===== config.mk =====
export PLATFORM = sky130hd
export DESIGN_NAME = spi_segment_rx
export DESIGN_NICKNAME = d
export VERILOG_FILES = /design/src/rtl/spi_seg_pkg.sv /design/src/rtl/spi_segment_rx_sync_edge.sv /design/src/rtl/spi_segment_rx.sv
export SDC_FILE = /design/constraint.sdc
export NUM_CORES = 1
export LEC_CHECK = 0
export CAP_MARGIN = 20
export CORE_MARGIN = 2
export CORE_UTILIZATION = 56
export CTS_CLUSTER_SIZE = 20
export DETAILED_ROUTE_END_ITERATION = 7
export PLACE_DENSITY = 0.78
export SLEW_MARGIN = 20
export SYNTH_ARGS = -nofsm -noshare
export SYNTH_HDL_FRONTEND = slang
export SYNTH_SLANG_ARGS = --single-unit

===== constraint.sdc =====
create_clock -name clk -period 2.55 [get_ports clk]
set_input_delay 0.3825 -clock clk [delete_from_list [all_inputs] [get_ports clk]]
set_output_delay 0.3825 -clock clk [all_outputs]
set_load 0.005 [all_outputs]

===== src/rtl/spi_seg_pkg.sv =====
// Shared definitions for the SPI segment-controller receive path.
//   state_e        : frame decoder FSM states
//   FRAME_BITS     : SCK rises in a complete command + data frame
//   CMD_WR_BIT     : command bit that marks a register write
//   DEV_ID_DEFAULT : ID byte returned on MISO during the command byte
package spi_seg_pkg;

    typedef enum logic [1:0] {
        StIdle,
        StCmd,
        StData,
        StSkip
    } state_e;

    localparam int unsigned FRAME_BITS     = 16;
    localparam int unsigned CMD_WR_BIT     = 7;
    localparam logic [7:0]  DEV_ID_DEFAULT = 8'hA5;

endpackage


===== src/rtl/spi_segment_rx_sync_edge.sv =====
// Multi-flop synchroniser for one asynchronous input, plus edge pulses.
//   clk, rst_n : system clock, asynchronous active-low reset
//   din_i      : asynchronous input
//   sync_o     : synchronised level (SYNC_STAGES clk behind the pin)
//   rise_o     : one-clk pulse on the 0->1 transition of sync_o
//   fall_o     : one-clk pulse on the 1->0 transition of sync_o
module sync_edge #(
    parameter int unsigned SYNC_STAGES = 2,
    parameter logic        RESET_VAL   = 1'b0
) (
    input  logic clk,
    input  logic rst_n,
    input  logic din_i,
    output logic sync_o,
    output logic rise_o,
    output logic fall_o
);

    logic [SYNC_STAGES-1:0] sync_q;
    logic                   prev_q;

    // prev_q resets to the same value as the chain so reset release never
    // produces a spurious edge.
    always_ff @(posedge clk or negedge rst_n) begin
        if (!rst_n) begin
            sync_q <= {SYNC_STAGES{RESET_VAL}};
            prev_q <= RESET_VAL;
        end else begin
            sync_q <= {sync_q[SYNC_STAGES-2:0], din_i};
            prev_q <= sync_q[SYNC_STAGES-1];
        end
    end

    assign sync_o = sync_q[SYNC_STAGES-1];
    assign rise_o = sync_o & ~prev_q;
    assign fall_o = ~sync_o & prev_q;

endmodule


===== src/rtl/spi_segment_rx.sv =====
// SPI mode-0 slave front end for the segment controller.
// Oversamples SCK/CS_N/MOSI on clk and decodes 16-bit frames (command byte,
// data byte) into single-cycle register-write strobes. MISO returns DEV_ID
// during the command byte and the accepted-write count during the data byte.
//   clk, rst_n : system clock (>= 8x SCK), asynchronous active-low reset
//   spi_sck    : SPI clock, idle low
//   spi_cs_n   : chip select, active low
//   spi_mosi   : serial data in, MSB first
//   spi_miso   : serial data out, MSB first
//   wr_valid   : one-clk pulse per accepted write frame
//   wr_addr    : register index, valid with wr_valid and then held
//   wr_data    : register data, valid with wr_valid and then held
//   frame_err  : one-clk pulse when CS_N rises mid-frame
module spi_segment_rx
    import spi_seg_pkg::*;
#(
    parameter int unsigned SYNC_STAGES = 2,
    parameter int unsigned ADDR_W      = 3,
    parameter logic [7:0]  DEV_ID      = DEV_ID_DEFAULT
) (
    input  logic              clk,
    input  logic              rst_n,
    input  logic              spi_sck,
    input  logic              spi_cs_n,
    input  logic              spi_mosi,
    output logic              spi_miso,
    output logic              wr_valid,
    output logic [ADDR_W-1:0] wr_addr,
    output logic [7:0]        wr_data,
    output logic              frame_err
);

    // ---------------------------------------------------------------------
    // Input synchronisation
    // ---------------------------------------------------------------------
    logic unused_sck_level;
    logic sck_rise, sck_fall;
    logic cs_sync, cs_rise, cs_fall;

    sync_edge #(
        .SYNC_STAGES (SYNC_STAGES),
        .RESET_VAL   (1'b0)
    ) u_sync_sck (
        .clk    (clk),
        .rst_n  (rst_n),
        .din_i  (spi_sck),
        .sync_o (unused_sck_level),
        .rise_o (sck_rise),
        .fall_o (sck_fall)
    );

    sync_edge #(
        .SYNC_STAGES (SYNC_STAGES),
        .RESET_VAL   (1'b1)
    ) u_sync_cs (
        .clk    (clk),
        .rst_n  (rst_n),
        .din_i  (spi_cs_n),
        .sync_o (cs_sync),
        .rise_o (cs_rise),
        .fall_o (cs_fall)
    );

    // MOSI has the same depth as SCK, so on a synced SCK rise it shows the
    // pin value present at the pin-level SCK rise.
    logic [SYNC_STAGES-1:0] mosi_sync_q;
    logic                   mosi_sync;

    always_ff @(posedge clk or negedge rst_n) begin
        if (!rst_n) begin
            mosi_sync_q <= '0;
        end else begin
            mosi_sync_q <= {mosi_sync_q[SYNC_STAGES-2:0], spi_mosi};
        end
    end

    assign mosi_sync = mosi_sync_q[SYNC_STAGES-1];

    // ---------------------------------------------------------------------
    // State and datapath registers
    // ---------------------------------------------------------------------
    state_e            state_q, state_d;
    logic [3:0]        bit_cnt_q;
    logic [6:0]        sh_q;
    logic              cmd_wr_q;
    logic [ADDR_W-1:0] cmd_addr_q;
    logic [7:0]        tx_q;
    logic [7:0]        wr_cnt_q;
    logic              wr_valid_q, frame_err_q;
    logic [ADDR_W-1:0] wr_addr_q;
    logic [7:0]        wr_data_q;

    logic       in_frame;
    logic       counted_rise, counted_fall;
    logic [7:0] sh_next;
    logic       last_cmd_bit, last_data_bit;
    logic       wr_fire, abort;

    assign in_frame = (state_q == StCmd) || (state_q == StData);

    // cs_sync is already high in the cycle that cs_rise fires, so an SCK
    // edge coinciding with CS_N deassertion is never counted.
    assign counted_rise = sck_rise & ~cs_sync & in_frame;
    assign counted_fall = sck_fall & ~cs_sync & in_frame;

    assign sh_next       = {sh_q, mosi_sync};
    assign last_cmd_bit  = counted_rise && (state_q == StCmd) && (bit_cnt_q == 4'd7);
    assign last_data_bit = counted_rise && (state_q == StData) &&
                           (bit_cnt_q == 4'(FRAME_BITS - 1));

    // FSM state register
    always_ff @(posedge clk or negedge rst_n) begin
        if (!rst_n) begin
            state_q <= StIdle;
        end else begin
            state_q <= state_d;
        end
    end

    // FSM next state
    always_comb begin
        state_d = state_q;
        if (cs_rise) begin
            state_d = StIdle;
        end else begin
            case (state_q)
                StIdle:  if (cs_fall)       state_d = StCmd;
                StCmd:   if (last_cmd_bit)  state_d = StData;
                StData:  if (last_data_bit) state_d = StSkip;
                StSkip:  state_d = StSkip;
                default: state_d = StIdle;
            endcase
        end
    end

    // FSM outputs
    always_comb begin
        spi_miso = in_frame ? tx_q[7] : 1'b0;
        wr_fire  = last_data_bit & cmd_wr_q;
        // A bare CS_N toggle with no clocked bits is not an error.
        abort    = cs_rise & in_frame & (bit_cnt_q != 4'd0);
    end

    // Shift, count and strobe datapath
    always_ff @(posedge clk or negedge rst_n) begin
        if (!rst_n) begin
            bit_cnt_q   <= '0;
            sh_q        <= '0;
            cmd_wr_q    <= 1'b0;
            cmd_addr_q  <= '0;
            tx_q        <= '0;
            wr_cnt_q    <= '0;
            wr_valid_q  <= 1'b0;
            frame_err_q <= 1'b0;
            wr_addr_q   <= '0;
            wr_data_q   <= '0;
        end else begin
            wr_valid_q  <= wr_fire;
            frame_err_q <= abort;

            if ((state_q == StIdle) && cs_fall) begin
                bit_cnt_q <= '0;
                tx_q      <= DEV_ID;
            end

            if (counted_rise) begin
                sh_q      <= sh_next[6:0];
                bit_cnt_q <= bit_cnt_q + 4'd1;
            end

            if (last_cmd_bit) begin
                cmd_wr_q   <= sh_next[CMD_WR_BIT];
                cmd_addr_q <= sh_next[ADDR_W-1:0];
            end

            // wr_cnt only moves at the end of a frame, so at the 8th fall it
            // still holds the frame-start value.
            if (counted_fall) begin
                if (bit_cnt_q == 4'd8) begin
                    tx_q <= wr_cnt_q;
                end else begin
                    tx_q <= {tx_q[6:0], 1'b0};
                end
            end

            if (wr_fire) begin
                wr_addr_q <= cmd_addr_q;
                wr_data_q <= sh_next;
                wr_cnt_q  <= wr_cnt_q + 8'd1;
            end
        end
    end

    assign wr_valid  = wr_valid_q;
    assign frame_err = frame_err_q;
    assign wr_addr   = wr_addr_q;
    assign wr_data   = wr_data_q;

endmodule

==> results.tsv, run 1 <==
metric	value	unit
outcome	complete, no violations	
max_cap viols	0	
maximum clock path buffer count	2	
Period minus WS final	2.33	ns
CTS-repair resized insts	0	
Post-Route WL	4.16	mm
DRT antenna net count	0	
CTS clk-pin slew, worst paths	0.09	ns
Tot GR Track Use	0.208	
Finished Layout Cells	266	
Final period util	0.914	
I/O pin cnt	19	
core area	0.00400	sq mm
CP Class	reg -> reg	
number of remaining DRC errors	0	
via total after detailed routing	1447	
leak pwr	1.33	nW
I/O Buffers	18	
syn_area_per_cell	12.1	sq um
Pre-antenna DRT Iters	4	
Mapped Cells	192	
final layout net count	230	
setup bufs post-CTS	0	
Initial DRC Count	54	
Num CTS Buffers	5	
gpl congestion	0.796	
Req. time, crit path	2.74	ns
Syn. warnings	0	
fraction of layout cells with a size suffix above 1	0.176	
Die Ht	68.5	microns
Final Max Tran Viols	0	
RSZ-0062 raised after global routing	false	
Rows	23	
routed wl met2	2.13	mm
first-pass GRT wire length	6.98	mm
ANT cells	0	
area grow syn2layout	14.0	%
PwrDens	781	mW/mm^2
Area after DPL	0.00257	sq mm
htree depth	2	
DR WL met3	127	microns
clock sinks	54	
largest net degree at the start of global routing	55	
Max IR drop VDD	0.613	mV
HPWL Detailed	2.88	mm
Die X	68.5	microns
die area	0.00470	sq mm
Placed Cells	258	
CTS Hold Bufs	0	
register area share after synthesis	0.581	
WL/cell	15.6	microns
crit path max fanout	6	
vias per cell	5.44	
Top Layer Used	met4	
FF+latch count, synth	54	
Netlist Area Pre-Place	0.00233	sq mm
Finished Cell Area	0.00266	sq mm
Unique masters post-synth	30	
wl on met1	1.86	mm
total negative slack	0	ns
Syn Nets	207	
initial antenna violation count	0	
final hold violations	0	
Final Skew	0.00762	ns
HP Class	in -> async	
final core occ	0.665	
root buffer cell	clkbuf_8	
vias in the first global route	1471	
max_slew headroom	0.566	
insertion delay to the later sink of the worst-skew pair	0.30	ns
Crit. End Element	flip-flop	
Peak Freq	429	MHz
Arr. time, crit path	2.52	ns
crit path launch type	flip-flop	
total grt overflow	0	
Initial Utilization	0.583	
CTS tree	built	
Slew @ Worst Pin	0.651	ns
final setup fails	0	
==> per-stage QoR <==
step	setup slack, ns	power [mW]	hold WS (ns)
final	0.219	2.08	0.192
after global routing	0.0504	2.21	0.247
after CTS	0.213	2.09	0.208
after detailed placement	0.231	1.61	0.339
after global placement	0.415	1.56	0.336
after floorplan	0.556	1.44	0.0869
==> kinds of logic after synthesis <==
kind of cell / synth area share
flops: 0.581
simple gates: 0.142
fa+ha+maj: 0.0536
xor+xnor: 0.0300
mux: 0.117
compound gates: 0.0429
buf+inv: 0.0333
==> flip-flops by register name, indices dropped and copies added (netlist names), 2 cells and up <==
signal and flops:
state_q 2, sh_q 7, bit_cnt_q 4, cmd_addr_q 3, u_sync_sck.sync_q 2, tx_q 8, u_sync_cs.sync_q 2, mosi_sync_q 2
wr_data 8, wr_cnt_q 8, wr_addr 3
==> cells in the mapped netlist <==
cell,n,share of area
nor2_1,6,0.0097
mux2_2,18,0.087
nor3_1,3,0.0064
nor2b_1,1,0.0027
nor4_4,1,0.0091
buf_2,2,0.0043
nand2_1,30,0.048
and3_1,1,0.0027
nor4_1,1,0.0027
nand3b_1,1,0.0032
nor4bb_1,2,0.0086
nor3_4,1,0.0070
dfstp_2,3,0.034
o21ai_0,9,0.019
mux2i_1,7,0.030
o311a_1,1,0.0043
clkbuf_1,4,0.0064
nand4_1,2,0.0054
xor2_1,3,0.011
nand3_1,10,0.021
a2111oi_2,1,0.0064
xnor2_1,5,0.019
ha_1,10,0.054
dfrtp_1,51,0.55
nand4bb_1,2,0.0097
inv_1,8,0.013
and2_1,2,0.0054
buf_6,2,0.0097
o31ai_1,2,0.0064
a21oi_1,3,0.0064
==> cell usage in the layout, fill, tap and decap left out, types with 3 or more instances in the layout <==
master           instances
nand2_1                 30
mux2_2                  18
a21oi_1                  3
mux2i_1                  7
xnor2_1                  5
ha_1                    10
clkdlybuf4s50_1         17
dfstp_2                  3
o21ai_0                  9
buf_4                    6
xor2_1                   3
inv_1                    8
dfrtp_1                 51
clkbuf_8                 6
nor3_1                   3
nand3_1                 10
nor2_1                   6
==> worst paths after layout <==
kind                                        end  slack, ns                 start  cells past startpoint
max in group asynchronous         cmd_addr_q[1]       1.93                 rst_n                      2
min                        u_sync_sck.sync_q[1]       0.19                 rst_n                      2
max                                  state_q[1]       0.22            state_q[0]                      6
min reg2reg                u_sync_sck.sync_q[1]       0.36  u_sync_sck.sync_q[0]                      0
min in group clk           u_sync_sck.sync_q[1]       0.36  u_sync_sck.sync_q[0]                      0
max reg2reg                          state_q[1]       0.22            state_q[0]                      6
==> layout make-up <==
type / instances / area, sq um
Timing Repair Buffer: 24 / 220
Clock inverter: 1 / 5.00
Fill cell: 292 / 1340
Clock buffer: 7 / 86.3
Tap cell: 50 / 62.6
Sequential cell: 54 / 1360
Multi-Input combinational cell: 122 / 900
Inverter: 8 / 30.0
==> layer usage <==
layer / vias to the layer above / GRT usage
met1: 724 / 0.263
met5: - / 0
li1: 696 / -
met3: 5 / 0.0552
met2: 22 / 0.345
met4: 0 / 0.0775
==> critical path, stage by stage, from the launching register on <==
cell and delay [ns]:
dfrtp_1 0.42, inv_1 0.11, ha_1 0.38, nand4bb_1 0.35, a2111oi_2 0.49, o31ai_1 0.17, mux2_2 0.30
==> power breakdown <==
part / internal (mW) / switching, mW
clock network: 0.220 / 0.260
logic: 0.227 / 0.264
registers: 0.999 / 0.107
total: 1.45 / 0.630
Power figures use the tool's default switching activity.
==> run 2, diff against run 1 <==
--- a/config.mk
+++ b/config.mk
@@ -6,7 +6,7 @@
 export NUM_CORES = 1
 export LEC_CHECK = 0
 export CAP_MARGIN = 20
-export CORE_MARGIN = 2
+export CORE_MARGIN = 5
 export CORE_UTILIZATION = 56
 export CTS_CLUSTER_SIZE = 20
 export DETAILED_ROUTE_END_ITERATION = 7
==> constraint.sdc (replaced) <==
create_clock -name clk -period 2.5 [get_ports clk]
set_input_delay 0.375 -clock clk [delete_from_list [all_inputs] [get_ports clk]]
set_output_delay 0.375 -clock clk [all_outputs]
set_load 0.005 [all_outputs]
==> run 2 against run 1 <==
  * Wire length is 2.9% higher
  * Final area rose by 1.6%
  * Worst setup slack got worse by 0.010 ns
  * Register-to-register slack barely moved
  * Critical path depth stayed put
  * Fmax is 1.7% higher
  * Non-clock buffer count stayed put
  * Global-route usage down 2.8 points
  * Die area increased by 18%
  * Utilization increased by 0.58 points
==> results.tsv, run 2 (synthesis gave the netlist of run 1 again) <==
metric	value	unit
Post-Route WL	4.28	mm
Num CTS Buffers	5	
Peak Freq	436	MHz
fill count	314	
root buffer cell	clkbuf_8	
worst reg2reg startpoint	state_q[0]	
max_cap viols	0	
insertion delay to the later sink of the worst-skew pair	0.31	ns
area of the multi-input gates	900	sq um
via total after detailed routing	1484	
setup bufs post-CTS	0	
first-pass GRT wire length	7.53	mm
core area	0.00403	sq mm
Final Max Tran Viols	0	
final hold violations	0	
HPWL Detailed	3.02	mm
Period minus WS final	2.29	ns
Worst Reg-to-Reg Cells	6	
initial antenna violation count	0	
HP Class	in -> async	
final setup fails	0	
Die X	74.5	microns
CTS tree	built	
Pre-antenna DRT Iters	4	
Crit. End Element	flip-flop	
Max IR drop VDD	0.680	mV
Largest stage delay, worst path	0.40	ns
PwrDens	829	mW/mm^2
clock sinks	54	
Die Ht	74.5	microns
Final period util	0.916	
total grt overflow	0	
final layout net count	230	
crit path max fanout	15	
Tot GR Track Use	0.181	
leak pwr	1.35	nW
outcome	complete, no violations	
Initial Utilization	0.579	
CTS-repair resized insts	0	
RSZ-0062 raised after global routing	false	
slowest CP cell	dfrtp_1	
cell-by-cell trace of the critical path	inv_1 > ha_1 > nand4bb_1 > nor3_4 > buf_12 > mux2_2	
commonest non-fill, non-tap cells in the layout	51 x dfrtp_1, 30 x nand2_1, 18 x mux2_2	
die area	0.00556	sq mm
Req. time, crit path	2.69	ns
total negative slack	0	ns
fraction of layout cells with a size suffix above 1	0.181	
largest net degree at the start of global routing	55	
Initial DRC Count	72	
Arr. time, crit path	2.48	ns
WL/cell	16.1	microns
number of remaining DRC errors	0	
Rows	23	
DRT antenna net count	0	
I/O pin cnt	19	
maximum clock path buffer count	2	
Final Skew	0.0104	ns
R2R setup slack	0.21	ns
CP Class	reg -> reg	
vias per cell	5.58	
CTS Hold Bufs	0	
crit path launch type	flip-flop	
area grow syn2layout	15.8	%
Sequential cell area	0.00136	sq mm
max_slew headroom	0.564	
htree depth	2	
reg-to-reg endpoint	wr_cnt_q[1]	
Power, Total	2.24	mW
vias in the first global route	1551	
gpl congestion	0.744	
I/O Buffers	18	
Slew @ Worst Pin	0.654	ns
commonest non-fill, non-tap cell in the layout	dfrtp_1	
ANT cells	0	
CTS clk-pin slew, worst paths	0.09	ns
[run 2: through the flow]
| step | util | std cells | hold WS (ns) | area, sq um | setup slack (ns) |
|---|---|---|---|---|---|
| after CTS | 0.670 | 266 | 0.202 | 2700 | 0.207 |
| after global routing | 0.670 | 266 | 0.231 | 2700 | 0.0686 |
| final | 0.670 | 266 | 0.179 | 2700 | 0.209 |
| after floorplan | - | 192 | 0.0794 | 2330 | 0.506 |
| after detailed placement | 0.640 | 258 | 0.349 | 2580 | 0.252 |
| after global placement | 0.640 | 258 | 0.334 | 2580 | 0.345 |
[run 2: cell type report]
class | count | share of cell area
inverter | 8 | 0.0111
sequential | 54 | 0.502
clock buffer | 6 | 0.0306
multi-input combinational | 122 | 0.333
timing repair buffer | 24 | 0.0862
tap | 50 | 0.0232
clock inverter | 2 | 0.0144
[run 2: worst max path at each step]
stage	from	endpoint	cells after the start
floorplan	state_q[0]	wr_addr[0]	7
global placement	state_q[0]	state_q[0]	6
detailed placement	state_q[0]	wr_data[2]	6
CTS	state_q[0]	wr_cnt_q[1]	6
global route	state_q[1]	state_q[1]	6
finish	state_q[0]	wr_cnt_q[1]	6
[run 2: layer usage]
layer,GRT usage,up-vias,wire length (microns)
li1,-,699,-
met1,0.239,755,1910
met2,0.285,23,2150
met3,0.0527,7,149
met4,0.0652,0,69
met5,0,-,0
[run 2: worst max-delay path: cells and delay by family, from the launching register on]
family,cells,cell delay (ns)
fa+ha+maj,1,0.38
buf+inv,2,0.29
flops,1,0.40
mux,1,0.34
simple gates,2,0.77
[run 2: power breakdown]
group	internal (mW)	leakage, nW	switching (mW)	total (mW)
clock	0.330	0.0618	0.285	0.614
sequential	1.02	0.706	0.109	1.13
combinational	0.231	0.577	0.267	0.497
==> run 3, diff against run 2 <==
--- a/config.mk
+++ b/config.mk
@@ -8,7 +8,7 @@
 export CAP_MARGIN = 20
 export CORE_MARGIN = 5
 export CORE_UTILIZATION = 56
-export CTS_CLUSTER_SIZE = 20
+export CTS_CLUSTER_SIZE = 8
 export DETAILED_ROUTE_END_ITERATION = 7
 export PLACE_DENSITY = 0.78
 export SLEW_MARGIN = 20
==> results of run 3 <==
Final layout, timing and power as in run 2 (identical DEF).
